## config.mk

```make
export PLATFORM = sky130hd
export DESIGN_NAME = mc_seq_ctrl
export DESIGN_NICKNAME = d
export VERILOG_FILES = /design/src/rtl/mc_seq_ctrl.sv
export SDC_FILE = /design/constraint.sdc
export NUM_CORES = 1
export LEC_CHECK = 0
export CELL_PAD_IN_SITES_DETAIL_PLACEMENT = 1
export CELL_PAD_IN_SITES_GLOBAL_PLACEMENT = 1
export CORE_UTILIZATION = 34
export CTS_BUF_LIST = sky130_fd_sc_hd__clkbuf_16
export CTS_CLUSTER_SIZE = 12
export DETAILED_ROUTE_END_ITERATION = 12
export GPL_ROUTABILITY_DRIVEN = 0
export PLACE_DENSITY = 0.83
export SYNTH_ARGS = -nofsm -noshare
export SYNTH_HDL_FRONTEND = slang
export SYNTH_SLANG_ARGS = --single-unit
```

## constraint.sdc

```tcl
create_clock -name clk -period 2.25 [get_ports clk]
set_input_delay 0.45 -clock clk [delete_from_list [all_inputs] [get_ports clk]]
set_output_delay 0.45 -clock clk [all_outputs]
set_load 0.1 [all_outputs]
```

## src/rtl/mc_seq_ctrl.sv

```systemverilog
// Multi-cycle IF/ID/EX/MEM/WB sequencer: decides when PC, IR and register file commit,
// drives the imem/dmem handshakes and halts on illegal opcodes or bus timeouts.
module mc_seq_ctrl #(
  parameter int TIMEOUT = 16,
  parameter int CNT_W   = 32
) (
  input  logic             clk,
  input  logic             rst,
  input  logic [6:0]       opcode,
  input  logic             imem_ack,
  input  logic             dmem_ack,
  output logic             imem_req,
  output logic             dmem_req,
  output logic             dmem_we,
  output logic             ir_we,
  output logic             pc_we,
  output logic             rf_we,
  output logic [2:0]       state,
  output logic             trap,
  output logic [1:0]       trap_cause,
  output logic [CNT_W-1:0] instr_cnt
);

  localparam int WC_W = $clog2(TIMEOUT);
  localparam logic [WC_W-1:0] WAIT_LAST = WC_W'(TIMEOUT - 1);

  localparam logic [6:0] OP_R     = 7'b0110011;
  localparam logic [6:0] OP_I     = 7'b0010011;
  localparam logic [6:0] OP_LOAD  = 7'b0000011;
  localparam logic [6:0] OP_STORE = 7'b0100011;
  localparam logic [6:0] OP_BR    = 7'b1100011;
  localparam logic [6:0] OP_JAL   = 7'b1101111;
  localparam logic [6:0] OP_JALR  = 7'b1100111;
  localparam logic [6:0] OP_LUI   = 7'b0110111;

  typedef enum logic [2:0] {
    S_IF   = 3'd0,
    S_ID   = 3'd1,
    S_EX   = 3'd2,
    S_MEM  = 3'd3,
    S_WB   = 3'd4,
    S_TRAP = 3'd5
  } state_t;

  state_t           state_reg, state_next;
  logic [WC_W-1:0]  wait_reg, wait_next;
  logic [1:0]       cause_reg, cause_next;
  logic [CNT_W-1:0] cnt_reg;

  logic is_load, is_store, is_br, is_legal;
  logic imem_req_c, dmem_req_c, dmem_we_c, ir_we_c, pc_we_c, rf_we_c;

  assign is_load  = (opcode == OP_LOAD);
  assign is_store = (opcode == OP_STORE);
  assign is_br    = (opcode == OP_BR);
  assign is_legal = (opcode == OP_R) || (opcode == OP_I) || is_load || is_store ||
                    is_br || (opcode == OP_JAL) || (opcode == OP_JALR) || (opcode == OP_LUI);

  always_comb begin
    state_next = state_reg;
    wait_next  = '0;
    cause_next = cause_reg;
    imem_req_c = 1'b0;
    dmem_req_c = 1'b0;
    dmem_we_c  = 1'b0;
    ir_we_c    = 1'b0;
    pc_we_c    = 1'b0;
    rf_we_c    = 1'b0;
    case (state_reg)
      S_IF: begin
        imem_req_c = 1'b1;
        if (imem_ack) begin
          ir_we_c    = 1'b1;
          state_next = S_ID;
        end else if (wait_reg == WAIT_LAST) begin
          state_next = S_TRAP;
          cause_next = 2'b10;
        end else begin
          wait_next = wait_reg + 1'b1;
        end
      end
      S_ID: begin
        if (!is_legal) begin
          state_next = S_TRAP;
          cause_next = 2'b01;
        end else begin
          state_next = S_EX;
        end
      end
      S_EX: begin
        // npc already holds the resolved branch target, so branches retire here.
        if (is_load || is_store) begin
          state_next = S_MEM;
        end else if (is_br) begin
          pc_we_c    = 1'b1;
          state_next = S_IF;
        end else begin
          state_next = S_WB;
        end
      end
      S_MEM: begin
        dmem_req_c = 1'b1;
        dmem_we_c  = is_store;
        if (dmem_ack) begin
          if (is_store) begin
            pc_we_c    = 1'b1;
            state_next = S_IF;
          end else begin
            state_next = S_WB;
          end
        end else if (wait_reg == WAIT_LAST) begin
          state_next = S_TRAP;
          cause_next = 2'b10;
        end else begin
          wait_next = wait_reg + 1'b1;
        end
      end
      S_WB: begin
        rf_we_c    = 1'b1;
        pc_we_c    = 1'b1;
        state_next = S_IF;
      end
      S_TRAP: begin
        state_next = S_TRAP;
      end
      default: begin
        state_next = S_IF;
      end
    endcase
  end

  always_ff @(posedge clk or posedge rst) begin
    if (rst) begin
      state_reg <= S_IF;
      wait_reg  <= '0;
      cause_reg <= 2'b00;
      cnt_reg   <= '0;
    end else begin
      state_reg <= state_next;
      wait_reg  <= wait_next;
      cause_reg <= cause_next;
      if (pc_we_c) begin
        cnt_reg <= cnt_reg + 1'b1;
      end
    end
  end

  // Strobes are masked while rst is high so an abandoned access never commits.
  assign imem_req   = imem_req_c & ~rst;
  assign dmem_req   = dmem_req_c & ~rst;
  assign dmem_we    = dmem_we_c  & ~rst;
  assign ir_we      = ir_we_c    & ~rst;
  assign pc_we      = pc_we_c    & ~rst;
  assign rf_we      = rf_we_c    & ~rst;
  assign state      = state_reg;
  assign trap       = (state_reg == S_TRAP) & ~rst;
  assign trap_cause = cause_reg;
  assign instr_cnt  = cnt_reg;

endmodule

```

==> qor.yml <==
job:
  drv_cap: 0
cells_and_area:
  final_nets: 311
  multiInputGateArea_sq_mm: 0.001191
  final_cell_mix: "buf_4, dfrtp_1, xor2_1"
  regArea_sq_mm: 0.001047
  area_growth_syn_to_layout_pct: 51.68
  fillers: 666
  final_common_cell: "buf_4"
  stdcell_count: 374
  largest_reg_flops: 32
  drive_above_1_share_pct: 42.81
  antenna_cells: 0
clocking:
  clock_path_buffers: 2
  cts_sinks: 41
  hold_buffers: 0
  clk_latency_ns: 0.28
  cts-root-buf: "clkbuf_16"
  ctsHtreeMaxLevel: 2
  clk_pin_slew_ns: 0.06
  cts_tree: "done"
  cts-buffers-inserted: 5
placed_design:
  dp_hpwl_um: 4266
  port-buffer-count: 54
  place_inst: 357
power:
  comb_power_share_pct: 47.6
  leakage_uw: 0.001573
  p_sw_uw: 1505
  power_uw: 3360
  power.density_mw_per_mm2: 1011
  p_sw_share_pct: 44.81
  pwr-share-clk_pct: 23.8
  peakVddDrop_mv: 0.7736
  p_int_uw: 1854
  power_frac_seq_pct: 28.6
setup_path:
  crit_family: "flip-flops"
  cp-end-kind: "output port"
  worstPathArrival_ns: 1.78
  crit_required_ns: 1.80
  worstSetupStartpointType: "flip-flop"
  max_stage_delay_ns: 0.48
  critPathMaxFanout: 3
  path_class: "reg -> out"
  critPathBufInv: 2
  crit_path_frequent_cell: "nor2_4"
  cp_slowest_cell: "dfrtp_4"
  path_cells: "nand2b_4, a2111oi_4, buf_4, nor2_4, nor2_4, buf_12"
synth:
  synthSimpleGateAreaFrac_pct: 26.38
  synth-compound-area-share_pct: 8.509
  synth_mux_area_share_pct: 1.485
  synth-async-reset-ratio_pct: 100.0
  synthCells: 207
  synth-edff-count: 0
  synthAdderAreaFrac_pct: 1.142
  syn_area_sq_mm: 0.002191
  yosysUniqueCellTypes: 46
  synth_seq_cells: 41
  ys_seq_area_share_pct: 46.83
  synth_warnings: 0
  avgSynthCellArea_sq_um: 10.58
  synthXorXnorAreaFrac_pct: 12.79
  synth_top_family_by_area: "simple AND/OR/NAND/NOR gates"
  synthFlopType: "dfrtp_1"
  synthesis.nets: 220
detailed_routing:
  first_pass_iters: 4
  drcViolationCount: 0
  drt_iter0_drc: 45
  wl_per_cell_um: 16.41
  ant_nets: 0
  drt-total-wl_um: 6138
  vias: 1917
  vias_per_cell: 5.126
sta:
  setup_viol: 0
  fin_skew_ns: 0.004692
  max_freq_mhz: 449.2
  period_needed_ns: 2.226
  worst_pin_slew_ns: 0.5426
  finalCritPeriodShare_pct: 98.94
  rsz0062_at_grt: "yes"
  hold_viol: 0
  maxSlewViolCount: 0
  relSlewSlack_pct: 63.83
worst_hold_path:
  min_path_type: "in -> async"
die:
  dieWidth_um: 82.27
  start_util_pct: 36.15
  fp.dieH_um: 82.27
  core_area_sq_mm: 0.006061
  rows: 28
  die_area_sq_mm: 0.006768
  io_pins: 55
global_routing:
  grt_pass1_vias: 1956
  grt_pass1_wl_um: 9880
  antenna_found_initial: 0
  track_usage_pct: 19.74
  grt.overflow.total: 0
  grt_max_degree: 42
status:
  outcome: "finished clean"
-- final cells by class --
class	instances	share of cell area, %
clock buffers	5	3.765
clock inverters	3	1.130
inverters	8	1.017
multi-input cells	153	35.84
flip-flops and latches	41	31.51
well taps	75	2.824
repair buffers	89	23.91
-- routing by layer --
metal	vias to the layer above	share of wire, %	wire [um]	track usage, %
met5	-	0	0	0
met4	0	0.83	51	5.263
met3	7	4.4	270	3.516
met2	48	49	3022	34.05
met1	957	46	2794	25.31
li1	905	-	-	-
-- cell families (layout without fill, tap and decap cells) --
| family | Yosys count | after routing |
|---|---|---|
| flops | 41 | 41 |
| buf+inv | 13 | 105 |
| xor+xnor | 32 | 32 |
| simple gates | 96 | 96 |
| compound gates | 20 | 20 |
| mux | 3 | 3 |
| fa+ha+maj | 2 | 2 |
-- stage by stage --
step	worst slack, ns	cell area, sq um	hold WS (ns)	utilization, %	setup TNS, ns
floorplan	-0.6284	2296	0.4430	-	-1.742
global placement	-0.2564	3064	0.4656	50.56	-5.348
detailed placement	-0.3371	3064	0.4621	50.56	-7.006
CTS	-0.03925	3269	0.4744	53.94	-0.03925
global route	-0.02839	3323	0.4827	54.83	-0.02839
finish	0.02387	3323	0.4593	54.83	0
-- Yosys cell counts (3+ instances only) --
library cell   n  share of area [%]
nor3_2         7                3.2
a21oi_1        4               0.91
nor2_1        18                3.1
nand2b_1       9                2.6
nand2_1       15                2.6
and3_1         3               0.86
xnor2_1       15                6.0
nand4_1        4                1.1
nor4_1         3               0.86
inv_1          8                1.4
nor3_1        11                2.5
dfrtp_1       41                 47
and4_1         3                1.2
nand3_1       10                2.3
xor2_1        17                6.8
-- power groups by stage --
stage,combinational [uW],clock [uW],sequential (uW)
after global placement,1440,0,996
final,1600,801,959
after global routing,1670,856,973
after detailed placement,1470,0,1010
after floorplan,546,0,1530
after CTS,1520,824,973
-- final timing paths --
kind / from / slack, ns / to / cells after the start
setup / recovery: state[2] / 0.02 / pc_we / 6
hold / removal: rst / 0.46 / wait_reg[3] / 3
setup reg to reg: state[2] / 0.13 / instr_cnt[23] / 8
hold reg to reg: instr_cnt[31] / 0.47 / instr_cnt[31] / 1
max in group asynchronous: rst / 1.36 / state[1] / 3
min in group clk: instr_cnt[31] / 0.47 / instr_cnt[31] / 1
-- tightest hold or removal path, cell delays in order --
cell	delay (ns)
dlymetal6s2s_1	0.19
clkinvlp_4	0.11
buf_4	0.44
-- repair_timing --
item                       CTS  global route
pin swaps                    4             3
hold endpoints to repair     0             0
gates resized for setup     12             6
setup buffers                4             5
setup endpoints to repair    6            12
gates cloned                 0             0
Note: power is estimated with default switching activity, not from simulation.
==> edit (same settings) <==
The parameter `TIMEOUT` goes from 16 to 32.
--- a/src/rtl/mc_seq_ctrl.sv
+++ b/src/rtl/mc_seq_ctrl.sv
@@ -1,7 +1,7 @@
 // Multi-cycle IF/ID/EX/MEM/WB sequencer: decides when PC, IR and register file commit,
 // drives the imem/dmem handshakes and halts on illegal opcodes or bus timeouts.
 module mc_seq_ctrl #(
-  parameter int TIMEOUT = 16,
+  parameter int TIMEOUT = 32,
   parameter int CNT_W   = 32
 ) (
   input  logic             clk,
Function: same outputs for any inputs over 10 cycles, from zero or initial values and one cycle with rst high; that may be too few to reach the edited logic, so the function may still have changed.
==> edit against the unedited design <==
- synthesized area shrank 2.7%
- core utilization down 0.36 points
- routed wire length is 0.98% lower
- non-clock buffer count is 7 lower
- total power is 7.6% lower
- sequential cell count is 1 higher
- design area is 1.8% lower
- worst setup slack worse by 0.013 ns
==> edit: results (changes against the unedited design) <==
seq_share_pct: 33.1  # +1.6 points
crit_start: "state[0]"
cp_slowest_cell: "dfrtp_4"
outcome: "completed"
muxShareOfSynthArea_pct: 0.528  # -0.96 points
p_leak_nw: 1.55  # -1.6%
wl_met1_mm: 2.52  # -9.8%
synthTopCellsByArea: "dfrtp_1, xor2_1, xnor2_1"
synthAdderAreaFrac_pct: 1.76  # +0.62 points
synth_xor_area_share_pct: 13.6  # +0.77 points
layout-drive-gt1-share_pct: 39.8  # -3.0 points
finalInstanceArea_um2: 3260  # -1.8%
use_met2_pct: 36.6  # +2.6 points
num_vias: 1931  # +0.73%
clock_area_share_pct: 4.26  # -0.64 points
clkSinkCount: 42  # +2.4%
postLayoutCoreUtil_pct: 54.5  # -0.36 points
grt_max_degree: 43  # +2.4%
n_all_buffers: 82  # -7.9%
ir_worst_vdd_v: 0.000897  # +16%
grt_pass1_wl_mm: 9.94  # +0.57%
ys_seq_area_share_pct: 49.3  # +2.5 points
path_max_fanout: 4  # +1
postCtsSetupRepairBufs: 2  # -2
rr_worst_depth: 7  # -1
use_met1_pct: 22.8  # -2.5 points
place_hpwl_mm: 4.42  # +3.6%
gr-usage-met3_pct: 4.04  # +0.53 points
num-multi-input-gates: 159  # +3.9%
wl_per_cell_um: 16.3  # -0.98%
wl_met2_mm: 3.14  # +4.0%
relSlewSlack_pct: 76.6  # +13 points
multi_input_area_share_pct: 36.1  # +0.24 points
nNetsFinal: 312  # +0.32%
pre_cts_ws_ns: -0.341  # -0.00398 ns
r2r-start: "state[0]"
synth_nets: 227  # +3.2%
hold_class: "reg -> reg"
reg2reg_setup_slack_ns: 0.08  # -0.05 ns
route.met3.wl_um: 261  # -3.3%
fmax_ghz: 0.447  # -0.57%
buffer_area_share_pct: 22.7  # -1.2 points
## edit: cell count changes after synthesis, moves of 4 or more
cell / unedited run / this run
or3_1: 0 / 4
nor3_2: 7 / 0
xor2_1: 17 / 21
nand3_1: 10 / 6
nand2_1: 15 / 24
## edit: report_power, final
group	internal (W)	total, W	switching [W]	leakage (nW)
Combinational	0.000471	0.00147	0.00100	0.948
Sequential	0.000844	0.000942	0.0000980	0.526
Clock	0.000403	0.000688	0.000285	0.0748
Total	0.00172	0.00310	0.00139	1.55
## edit: logic make-up after synthesis
kind of cell / after synthesis
flip-flops: 42
AND/OR/NAND/NOR: 104
XOR/XNOR: 33
multiplexers: 1
adder cells (fa/ha/maj): 3
AO/OA/AOI/OAI: 18
buffers and inverters: 12
## edit: stage by stage
step                std cells  hold WS, ns
global placement          363        0.459
CTS                       373        0.476
finish                    374        0.474
floorplan                 213        0.497
detailed placement        363        0.463
global route              374        0.495
